`src/rtl/seq_pkg.sv`:
```
// Shared types for instr_stage_sequencer: FSM states, opcode map, control-flag bundle.
package seq_pkg;

    localparam int unsigned RETIRED_W = 16;

    typedef enum logic [2:0] {
        S_IDLE,
        S_FETCH,
        S_DECODE,
        S_DISPATCH,
        S_EXEC,
        S_MEM,
        S_WB,
        S_DONE
    } state_e;

    typedef enum logic [3:0] {
        OP_LOAD  = 4'd0,
        OP_STORE = 4'd1,
        OP_ADD   = 4'd2,
        OP_SUB   = 4'd3,
        OP_AND   = 4'd4,
        OP_OR    = 4'd5,
        OP_XOR   = 4'd6,
        OP_NOT   = 4'd7,
        OP_SHL   = 4'd8,
        OP_SHR   = 4'd9,
        OP_BEQ   = 4'd10,
        OP_BNE   = 4'd11,
        OP_JUMP  = 4'd12
    } opcode_e;

    typedef struct packed {
        logic mem_read;
        logic mem_write;
        logic write_back;
    } ctrl_flags_t;

    function automatic logic is_illegal(input logic [3:0] op);
        return op > OP_JUMP;
    endfunction

endpackage

```
`src/rtl/instr_stage_sequencer_if.sv`:
```
// Handshake/bus bundle between the sequencer (master) and the control unit,
// memories, ALU and register file (slave).
interface instr_stage_sequencer_if
    import seq_pkg::*;
#(
    parameter int unsigned INSTR_W = 16
);
    logic                 readInstruction;
    logic                 memRead;
    logic                 memWrite;
    logic                 writeBack;
    logic                 execute;
    logic                 jumpExecute;
    logic                 fetchReq;
    logic                 fetchValid;
    logic [INSTR_W-1:0]   instrIn;
    logic [3:0]           opcode;
    logic                 decodeComplete;
    logic                 aluStart;
    logic                 aluDone;
    logic                 aluZero;
    logic                 memStart;
    logic                 memDone;
    logic                 regWrite;
    logic                 pcLoad;
    logic                 writeBackComplete;
    logic                 illegalOp;
    logic [RETIRED_W-1:0] retired;

    modport master (
        input  readInstruction, memRead, memWrite, writeBack, execute, jumpExecute,
        input  fetchValid, instrIn, aluDone, aluZero, memDone,
        output fetchReq, opcode, decodeComplete, aluStart, memStart, regWrite,
        output pcLoad, writeBackComplete, illegalOp, retired
    );

    modport slave (
        output readInstruction, memRead, memWrite, writeBack, execute, jumpExecute,
        output fetchValid, instrIn, aluDone, aluZero, memDone,
        input  fetchReq, opcode, decodeComplete, aluStart, memStart, regWrite,
        input  pcLoad, writeBackComplete, illegalOp, retired
    );

endinterface

```
`src/rtl/seq_watchdog.sv`:
```
// Wait-state watchdog for instr_stage_sequencer; only built when SEQ_WATCHDOG_EN is defined.
`ifdef SEQ_WATCHDOG_EN
module seq_watchdog #(
    parameter int unsigned LIMIT = 255
) (
    input  logic clk,
    input  logic reset,
    input  logic run_i,
    input  logic clear_i,
    output logic expired_o
);
    localparam int unsigned CW = $clog2(LIMIT + 1);

    logic [CW-1:0] cnt_q, cnt_d;

    always_comb begin
        cnt_d = cnt_q;
        if (clear_i) begin
            cnt_d = '0;
        end else if (run_i) begin
            cnt_d = cnt_q + 1'b1;
        end
    end

    always_ff @(posedge clk) begin
        if (reset) begin
            cnt_q <= '0;
        end else begin
            cnt_q <= cnt_d;
        end
    end

    // Fires on the LIMIT-th cycle spent in one wait state.
    assign expired_o = run_i && (cnt_q == CW'(LIMIT - 1));

endmodule
`endif

```
`src/rtl/instr_stage_sequencer.sv`:
```
// Datapath-side instruction sequencer: FETCH/DECODE/DISPATCH/EXEC/MEM/WB/DONE.
// Optional wait-state watchdog enabled by defining SEQ_WATCHDOG_EN.
module instr_stage_sequencer
    import seq_pkg::*;
#(
    parameter int unsigned INSTR_W    = 16,
    parameter int unsigned WDT_CYCLES = 255
) (
    input logic                     clk,
    input logic                     reset,
    instr_stage_sequencer_if.master bus
);
    state_e               state_q, state_d;
    logic [3:0]           opcode_q, opcode_d;
    ctrl_flags_t          flags_q, flags_d;
    logic                 fetch_req_q, fetch_req_d;
    logic                 decode_cmp_q, decode_cmp_d;
    logic                 alu_start_q, alu_start_d;
    logic                 mem_start_q, mem_start_d;
    logic                 reg_write_q, reg_write_d;
    logic                 pc_load_q, pc_load_d;
    logic                 wb_cmp_q, wb_cmp_d;
    logic                 illegal_q, illegal_d;
    logic [RETIRED_W-1:0] retired_q, retired_d;
    logic                 wdt_expired;
    logic                 wdt_abort;

`ifdef SEQ_WATCHDOG_EN
    logic wdt_run;
    logic wdt_clear;

    assign wdt_run   = state_q inside {S_FETCH, S_DISPATCH, S_EXEC, S_MEM};
    assign wdt_clear = (state_d != state_q);

    seq_watchdog #(.LIMIT(WDT_CYCLES)) u_wdt (
        .clk      (clk),
        .reset    (reset),
        .run_i    (wdt_run),
        .clear_i  (wdt_clear),
        .expired_o(wdt_expired)
    );
`else
    assign wdt_expired = 1'b0 && (WDT_CYCLES != 0);
`endif

    always_comb begin
        state_d   = state_q;
        opcode_d  = opcode_q;
        flags_d   = flags_q;
        pc_load_d = 1'b0;
        illegal_d = 1'b0;
        wdt_abort = 1'b0;

        unique case (state_q)
            S_IDLE: begin
                if (bus.readInstruction) state_d = S_FETCH;
            end
            S_FETCH: begin
                if (bus.fetchValid) begin
                    opcode_d = bus.instrIn[INSTR_W-1 -: 4];
                    state_d  = S_DECODE;
                end
            end
            S_DECODE: state_d = S_DISPATCH;
            S_DISPATCH: begin
                if (!bus.readInstruction) begin
                    flags_d.mem_read   = bus.memRead;
                    flags_d.mem_write  = bus.memWrite;
                    flags_d.write_back = bus.writeBack;
                    if (is_illegal(opcode_q)) begin
                        illegal_d = 1'b1;
                        state_d   = S_DONE;
                    end else if (bus.jumpExecute) begin
                        pc_load_d = 1'b1;
                        state_d   = S_DONE;
                    end else if (bus.execute) begin
                        state_d = S_EXEC;
                    end else begin
                        state_d = S_DONE;
                    end
                end
            end
            S_EXEC: begin
                if (bus.aluDone) begin
                    if ((opcode_q == OP_BEQ && bus.aluZero) ||
                        (opcode_q == OP_BNE && !bus.aluZero)) begin
                        pc_load_d = 1'b1;
                    end
                    if (flags_q.mem_read || flags_q.mem_write) state_d = S_MEM;
                    else if (flags_q.write_back)               state_d = S_WB;
                    else                                       state_d = S_DONE;
                end
            end
            S_MEM: begin
                if (bus.memDone) state_d = flags_q.write_back ? S_WB : S_DONE;
            end
            S_WB:   state_d = S_DONE;
            S_DONE: state_d = bus.readInstruction ? S_FETCH : S_IDLE;
            default: state_d = S_IDLE;
        endcase

        // A timeout only applies while the FSM would otherwise stay put.
        if (wdt_expired && state_d == state_q) begin
            state_d   = S_DONE;
            illegal_d = 1'b1;
            wdt_abort = 1'b1;
        end

        fetch_req_d  = (state_d == S_FETCH);
        decode_cmp_d = (state_d == S_DECODE);
        alu_start_d  = (state_d == S_EXEC) && (state_q != S_EXEC);
        mem_start_d  = (state_d == S_MEM) && (state_q != S_MEM);
        reg_write_d  = (state_d == S_WB);
        wb_cmp_d     = (state_d == S_DONE);
        retired_d    = (wb_cmp_d && !wdt_abort) ? retired_q + 1'b1 : retired_q;
    end

    always_ff @(posedge clk) begin
        if (reset) begin
            state_q      <= S_IDLE;
            opcode_q     <= '0;
            flags_q      <= '0;
            fetch_req_q  <= 1'b0;
            decode_cmp_q <= 1'b0;
            alu_start_q  <= 1'b0;
            mem_start_q  <= 1'b0;
            reg_write_q  <= 1'b0;
            pc_load_q    <= 1'b0;
            wb_cmp_q     <= 1'b0;
            illegal_q    <= 1'b0;
            retired_q    <= '0;
        end else begin
            state_q      <= state_d;
            opcode_q     <= opcode_d;
            flags_q      <= flags_d;
            fetch_req_q  <= fetch_req_d;
            decode_cmp_q <= decode_cmp_d;
            alu_start_q  <= alu_start_d;
            mem_start_q  <= mem_start_d;
            reg_write_q  <= reg_write_d;
            pc_load_q    <= pc_load_d;
            wb_cmp_q     <= wb_cmp_d;
            illegal_q    <= illegal_d;
            retired_q    <= retired_d;
        end
    end

    assign bus.fetchReq          = fetch_req_q;
    assign bus.opcode            = opcode_q;
    assign bus.decodeComplete    = decode_cmp_q;
    assign bus.aluStart          = alu_start_q;
    assign bus.memStart          = mem_start_q;
    assign bus.regWrite          = reg_write_q;
    assign bus.pcLoad            = pc_load_q;
    assign bus.writeBackComplete = wb_cmp_q;
    assign bus.illegalOp         = illegal_q;
    assign bus.retired           = retired_q;

endmodule

```
`src/flat_wrapper.sv`:
```
// flat-port wrapper written by rule: the top's interface ports become plain ports
module instr_stage_sequencer_flat import seq_pkg::*;
#(
    parameter int unsigned INSTR_W    = 16,
    parameter int unsigned WDT_CYCLES = 255
)
  (clk, reset, bus_readInstruction, bus_memRead, bus_memWrite, bus_writeBack, bus_execute, bus_jumpExecute, bus_fetchValid, bus_instrIn, bus_aluDone, bus_aluZero, bus_memDone, bus_fetchReq, bus_opcode, bus_decodeComplete, bus_aluStart, bus_memStart, bus_regWrite, bus_pcLoad, bus_writeBackComplete, bus_illegalOp, bus_retired);
  instr_stage_sequencer_if #(.INSTR_W(INSTR_W)) bus_i ();
  input logic clk;
  input logic reset;
  input wire logic [$bits(bus_i.readInstruction)-1:0] bus_readInstruction;
  input wire logic [$bits(bus_i.memRead)-1:0] bus_memRead;
  input wire logic [$bits(bus_i.memWrite)-1:0] bus_memWrite;
  input wire logic [$bits(bus_i.writeBack)-1:0] bus_writeBack;
  input wire logic [$bits(bus_i.execute)-1:0] bus_execute;
  input wire logic [$bits(bus_i.jumpExecute)-1:0] bus_jumpExecute;
  input wire logic [$bits(bus_i.fetchValid)-1:0] bus_fetchValid;
  input wire logic [$bits(bus_i.instrIn)-1:0] bus_instrIn;
  input wire logic [$bits(bus_i.aluDone)-1:0] bus_aluDone;
  input wire logic [$bits(bus_i.aluZero)-1:0] bus_aluZero;
  input wire logic [$bits(bus_i.memDone)-1:0] bus_memDone;
  output wire logic [$bits(bus_i.fetchReq)-1:0] bus_fetchReq;
  output wire logic [$bits(bus_i.opcode)-1:0] bus_opcode;
  output wire logic [$bits(bus_i.decodeComplete)-1:0] bus_decodeComplete;
  output wire logic [$bits(bus_i.aluStart)-1:0] bus_aluStart;
  output wire logic [$bits(bus_i.memStart)-1:0] bus_memStart;
  output wire logic [$bits(bus_i.regWrite)-1:0] bus_regWrite;
  output wire logic [$bits(bus_i.pcLoad)-1:0] bus_pcLoad;
  output wire logic [$bits(bus_i.writeBackComplete)-1:0] bus_writeBackComplete;
  output wire logic [$bits(bus_i.illegalOp)-1:0] bus_illegalOp;
  output wire logic [$bits(bus_i.retired)-1:0] bus_retired;
  assign bus_i.readInstruction = bus_readInstruction;
  assign bus_i.memRead = bus_memRead;
  assign bus_i.memWrite = bus_memWrite;
  assign bus_i.writeBack = bus_writeBack;
  assign bus_i.execute = bus_execute;
  assign bus_i.jumpExecute = bus_jumpExecute;
  assign bus_i.fetchValid = bus_fetchValid;
  assign bus_i.instrIn = bus_instrIn;
  assign bus_i.aluDone = bus_aluDone;
  assign bus_i.aluZero = bus_aluZero;
  assign bus_i.memDone = bus_memDone;
  assign bus_fetchReq = bus_i.fetchReq;
  assign bus_opcode = bus_i.opcode;
  assign bus_decodeComplete = bus_i.decodeComplete;
  assign bus_aluStart = bus_i.aluStart;
  assign bus_memStart = bus_i.memStart;
  assign bus_regWrite = bus_i.regWrite;
  assign bus_pcLoad = bus_i.pcLoad;
  assign bus_writeBackComplete = bus_i.writeBackComplete;
  assign bus_illegalOp = bus_i.illegalOp;
  assign bus_retired = bus_i.retired;
  instr_stage_sequencer #(.INSTR_W(INSTR_W), .WDT_CYCLES(WDT_CYCLES)) u_core (.clk(clk), .reset(reset), .bus(bus_i));
endmodule
```
`config.mk`:
```
export PLATFORM = sky130hd
export DESIGN_NAME = instr_stage_sequencer_flat
export DESIGN_NICKNAME = d
export VERILOG_FILES = /design/src/rtl/seq_pkg.sv /design/src/rtl/instr_stage_sequencer_if.sv /design/src/rtl/seq_watchdog.sv /design/src/rtl/instr_stage_sequencer.sv /design/src/flat_wrapper.sv
export SDC_FILE = /design/constraint.sdc
export NUM_CORES = 1
export LEC_CHECK = 0
export ABC_AREA = 1
export CORE_ASPECT_RATIO = 0.6
export CORE_MARGIN = 1.5
export CORE_UTILIZATION = 48
export CTS_BUF_LIST = sky130_fd_sc_hd__clkbuf_4 sky130_fd_sc_hd__clkbuf_8
export CTS_CLUSTER_SIZE = 10
export DETAILED_ROUTE_END_ITERATION = 12
export GPL_TIMING_DRIVEN = 1
export PLACE_DENSITY = 0.79
export SYNTH_ARGS = -nofsm -noshare
export SYNTH_HDL_FRONTEND = slang
export SYNTH_SLANG_ARGS = --single-unit
```
`constraint.sdc`:
```
create_clock -name clk -period 2.05 [get_ports clk]
set_clock_uncertainty 0.05 [all_clocks]
set_input_delay 0.615 -clock clk [delete_from_list [all_inputs] [get_ports clk]]
set_output_delay 0.615 -clock clk [all_outputs]
set_load 0.02 [all_outputs]
```
* After elaboration in Yosys (flattened, before gate mapping)
Index checks and enable logic that the tools add are counted.
** Operators by class
- Order comparisons :: 1
- Muxes and demuxes :: 19
- $add $sub $neg :: 1
- Eq/ne operators :: 17
- Reduce and logical (&&, ||, !) cells :: 11
- Bitwise operators :: 2
** Operators with widths (count)
- $eq A3 B3 Y1 const B :: 8
- $mux W3 :: 8
- $pmux W3 S8 :: 1
- $add A16 B1 Y16 const B :: 1
- $eq A3 B2 Y1 const B :: 3
- $eq A4 B4 Y1 const B :: 2
- $mux W1 :: 8
- $eq A3 B1 Y1 const B :: 2
- $ne A3 B3 Y1 const B :: 2
- $gt A4 B4 Y1 const B :: 1
- $logic_and A1 B1 Y1 :: 4
- $reduce_and A2 Y1 :: 2
- $logic_not A3 Y1 :: 1
- $reduce_or A3 Y1 :: 1
- $logic_or A1 B1 Y1 :: 2
- $mux W2 :: 1
- $not A1 Y1 :: 2
- $pmux W1 S2 :: 1
- $logic_not A1 Y1 :: 1
** Word-level totals
- Output and inout bits :: 28
- Register bits after elaboration :: 34
- Input port bits :: 28

* Depth between registers and ports, before layout
- Depth after elaboration :: 7
- Depth in mapped cells :: 12

* Worst setup path after synthesis
Ideal clock, no wire load.
- Kind :: input -> register
- Start :: input bus_jumpExecute
- End :: register u_core.retired_q[8], in the netlist u_core.bus.retired[8]
- Arrival :: 1.554 ns
- Path slack :: 0.319 ns
- Path buffers :: 1
- Required time :: 1.872 ns
- Stages on the path :: 11
- Cell sequence :: inv_1 nand2_1 nor2_1 nand2_1 a21oi_1 nand3_4 buf_4 nand3_1 nand2_1 nand2_1 nor2_1
** Between the ends
- Longest elaborated chain between the ends :: 5
** RTL lines
- start: declaration :: line flat_wrapper.sv:16 : input wire logic [$bits(bus_i.jumpExecute)-1:0] bus_jumpExecute;
- $mux W3 :: line instr_stage_sequencer.sv:73 : end else if (bus.jumpExecute) begin
- $mux W3 :: line instr_stage_sequencer.sv:70 : if (is_illegal(opcode_q)) begin
- $mux W3 :: line instr_stage_sequencer.sv:66 : if (!bus.readInstruction) begin
- $pmux W3 S8 :: line instr_stage_sequencer.sv:54 : unique case (state_q)
- $eq A3 B3 Y1 :: line instr_stage_sequencer.sv:114 : wb_cmp_d = (state_d == S_DONE);
- end signal: assignment :: line instr_stage_sequencer.sv:144 : retired_q <= retired_d;
- end: declaration :: line instr_stage_sequencer.sv:24 : logic [RETIRED_W-1:0] retired_q, retired_d;
No other way between the ends.
A chain may end at the register's enable or synchronous reset.

* Final worst setup path
- Start :: register u_core.retired_q[3], in the netlist u_core.bus.retired[3]
- End :: output bus_retired[3]
** RTL lines
- end: declaration :: line flat_wrapper.sv:31 : output wire logic [$bits(bus_i.retired)-1:0] bus_retired;
No word-level cell between the ends.

==> results.rst <==
.. list-table::
   :header-rows: 1

   * - Metric
     - Value
   * - Post-route DRC violation count
     - 0
   * - Wirelength, routed
     - 4780 um
   * - Number of inserted diodes
     - 0
   * - IO Count
     - between 50 and 60
   * - Share of post-route cells with drive strength above 1
     - 0.153
   * - Clock-pin slew reported for the worst setup and hold paths after clock tree synthesis
     - approximately 70 ps
   * - Worst-case headroom to the max-slew limit
     - 0.729
   * - Critical path arrival
     - 1360 ps
   * - Source of the worst hold timing path
     - u_core.flags_q[1]$_SDFFE_PP0P_
   * - Worst IR Drop VDD
     - 459 uV
   * - Antenna violations before repair
     - 0
   * - Final number of hold-violating endpoints
     - 0
   * - PortBufs
     - between 40 and 50
   * - Global-route total usage across every layer
     - 0.226
   * - Via count
     - roughly 1900
   * - Largest area contributor in the synthesized netlist
     - dfxtp_1
   * - Number of routed nets with antenna violations
     - 0
   * - Global-route wire length before repair
     - approximately 7500 um
   * - 1st-iter DRT viols
     - 96
   * - Number of standard cells after synthesis
     - ~270
   * - Number of non-filler instances in the completed layout
     - 381
   * - TritonCTS clock tree
     - built
   * - Worst slack at placement
     - -240 ps
   * - Length of the first detailed-routing pass in iterations
     - 4
   * - Cell depth of the worst hold path
     - 2
   * - Critical path startpoint category
     - flop
   * - Root Buffer Master
     - clkbuf_8
   * - Critical Path Start
     - u_core.bus.retired[3]$_SDFFE_PP0N_
   * - Synth Net Count
     - 300
   * - Max Cap Violations
     - 0
   * - Syn Std Cell Area
     - 0.00184 sq mm
   * - Area of the die
     - roughly 0.0042 sq mm
   * - Worst reg2reg path startpoint
     - u_core.state_q[0]$_SDFF_PP0_
   * - Synth Area per Inst
     - 6.79 sq um
   * - Worst-margin pin slew
     - 406 ps
   * - Power density over cell area
     - 629 mW/mm^2
   * - Status
     - completed
   * - Biggest area contributors in the synthesized netlist
     - dfxtp_1, nand2_1, nor2_1
   * - Flip-flop and latch count after synthesis
     - 34
   * - Clk_lat worst skew
     - roughly 290 ps
   * - RD Place Congestion
     - 0.863
   * - Maximum achievable frequency
     - 493 MHz
   * - Final setup violation count
     - 0
   * - Row Count
     - 17
   * - Die Width
     - 82.9 um
   * - Share of the clock period used by the worst path
     - 0.990
   * - Final-layout fill cell count
     - 313
   * - Worst hold path class
     - flop to flop
   * - Count of unique library cells instantiated by Yosys
     - 28
   * - Total overflow reported by the global router
     - 0
   * - Static Leakage
     - 1.14 nW
   * - Initial Util
     - 0.500
   * - Largest buffer count on any clock path
     - 2
   * - Relative area change from synthesis to final layout
     - 41.3%
   * - Post-detailed-route via-to-cell ratio
     - between 4 and 5
   * - Cell type of the slowest stage on the worst timing path
     - clkdlybuf4s50_1
   * - Sink of the worst hold path
     - u_core.flags_q[1]$_SDFFE_PP0P_
   * - Wirelength per Cell
     - 12.5 um
   * - HPWL reported at the end of detailed placement
     - 3370 um
   * - Peak per-stage delay on the critical path
     - 640 ps
   * - Destination of the worst register-to-register timing path
     - u_core.bus.retired[2]$_SDFFE_PP0N_
   * - Total buffers and inverters traversed by the critical path
     - 1
   * - Count of clock tree sinks
     - 34
   * - Number of instances in the placed design
     - 370
   * - Layout net count
     - around 360
   * - Required @ worst endpoint
     - 1380 ps
   * - Via count of the first global-routing pass
     - 1731
   * - Number of max-slew violations in the final report
     - 0
   * - Placeable core region
     - roughly 0.0037 sq mm
   * - Deepest level of the CTS H-tree
     - 2
   * - Maximum number of pins on one net before global-route repair
     - 26
   * - Y dimension of the die
     - 51.0 um
   * - Portion of the post-synthesis area used by sequential elements
     - 0.370
   * - Minimum setup slack among reg-to-reg paths
     - 220 ps
   * - Chain of cells forming the critical path
     - clkdlybuf4s50_1
   * - Number of clock buffers inserted by TritonCTS
     - 5
   * - Worst-path maximum fanout
     - 5
   * - PnR worst setup slack
     - 20.5 ps
   * - Area share of the largest cell type after synthesis
     - 0.370
   * - Synthesis warning total
     - 0
   * - Tmin final
     - 2030 ps
   * - Worst r2r path cells
     - 10
   * - Worst Path Class, Setup
     - flop to output pin
   * - Top cell family by delay on the critical path
     - buffers and inverters
   * - CP endpoint kind
     - output pin
==> kinds of logic (layout without fill, tap and decap cells) <==
logic type | count (synthesis) | count (layout) | share of synthesized area
simple gates | 157 | 157 | 0.414
flops | 34 | 34 | 0.370
fa+ha+maj | 1 | 1 | 0.00680
buf+inv | 50 | 113 | 0.118
compound gates | 24 | 24 | 0.0673
xor+xnor | 5 | 5 | 0.0238
==> flip-flops by register name, summed over array words and instances, names as in the netlist <==
signal and flops:
u_core.bus.aluStart 1, u_core.bus.decodeComplete 1, u_core.bus.fetchReq 1, u_core.bus.illegalOp 1
u_core.bus.memStart 1, u_core.bus.opcode 4, u_core.bus.pcLoad 1, u_core.bus.regWrite 1
u_core.bus.retired 16, u_core.bus.writeBackComplete 1, u_core.flags_q 3, u_core.state_q 3
==> how the worst max path moves through the flow <==
stage / end / slack (ps) / cells past startpoint
4_1_cts: bus_retired[3] / 3 / 1
6_report: bus_retired[3] / 20 / 1
2_1_floorplan: u_core.bus.retired[8]$_SDFFE_PP0N_ / 320 / 11
5_1_grt: u_core.bus.retired[2]$_SDFFE_PP0N_ / -30 / 10
3_3_place_gp: u_core.bus.retired[15]$_SDFFE_PP0N_ / -200 / 10
3_5_place_dp: u_core.bus.retired[15]$_SDFFE_PP0N_ / -240 / 10
==> stage by stage <==
step / TNS, ps / power [W] / instance area (sq um) / hold WS [ps] / util
floorplan: 0 / 0.000928 / 1840 / 399 / -
global placement: -3040 / 0.00104 / 2410 / 424 / 0.655
detailed placement: -3480 / 0.00104 / 2410 / 428 / 0.655
CTS: 0 / 0.00157 / 2500 / 437 / 0.681
global route: -43.3 / 0.00170 / 2600 / 467 / 0.707
finish: 0 / 0.00164 / 2600 / 432 / 0.707
==> repair_timing <==
action,in CTS,in global routing
hold buffers,0,0
resized for setup,0,13
setup buffers,0,1
setup endpoints to repair,0,18
==> power by group <==
part           leakage, nW  internal, W  total, W  switching [W]
Sequential           0.275     0.000681  0.000704      0.0000229
Combinational        0.814     0.000183  0.000403       0.000219
Clock               0.0517     0.000284  0.000528       0.000244
==> cell usage in the layout, fill, tap and decap left out, drive strengths merged, types with 2 or more instances in the layout <==
cell and instances:
buf 19, clkdlybuf4s50 40, nor3 5, clkbuf 8
inv 41, nor2 48, nand2 66, nand3 19
o21ai 9, nand4 17, dlymetal6s2s 3, xnor2 2
clkinv 2, xor2 3, dfxtp 34, a21oi 13
==> synth_stat cells <==
cell and n:
nand3_4 2, or2_1 1, xnor2_1 2, dfxtp_1 34, nand3_2 4, clkinv_1 1
buf_6 3, ha_1 1, inv_2 2, nor3_2 2, nor2_4 1, a31oi_1 1
nor3_1 3, nor4_1 1, buf_4 2, nand2_1 63, nand4_4 1, nand3_1 13
nand4_1 16, o21ai_0 9, a21oi_1 13, nor2_2 4, nand2_2 3, xor2_1 3
clkbuf_1 3, a211oi_1 1, inv_1 39, nor2_1 43
==> layout make-up <==
class                      instances  area [sq um]  share of cell area
clock buffer                       7          90.1              0.0346
tap                               47          58.8              0.0226
inverter                          42           158              0.0606
timing repair buffer              63           633               0.244
clock inverter                     1          5.00             0.00192
sequential                        34           681               0.262
multi-input combinational        187           975               0.375
==> routing by layer <==
layer | track usage | vias to the layer above | share of wire
li1 | - | 982 | -
met1 | 0.298 | 835 | 0.49
met2 | 0.369 | 77 | 0.43
met3 | 0.0501 | 5 | 0.074
met4 | 0.0833 | 0 | 0.010
met5 | 0 | - | 0
(Power assumes the default switching activity.)
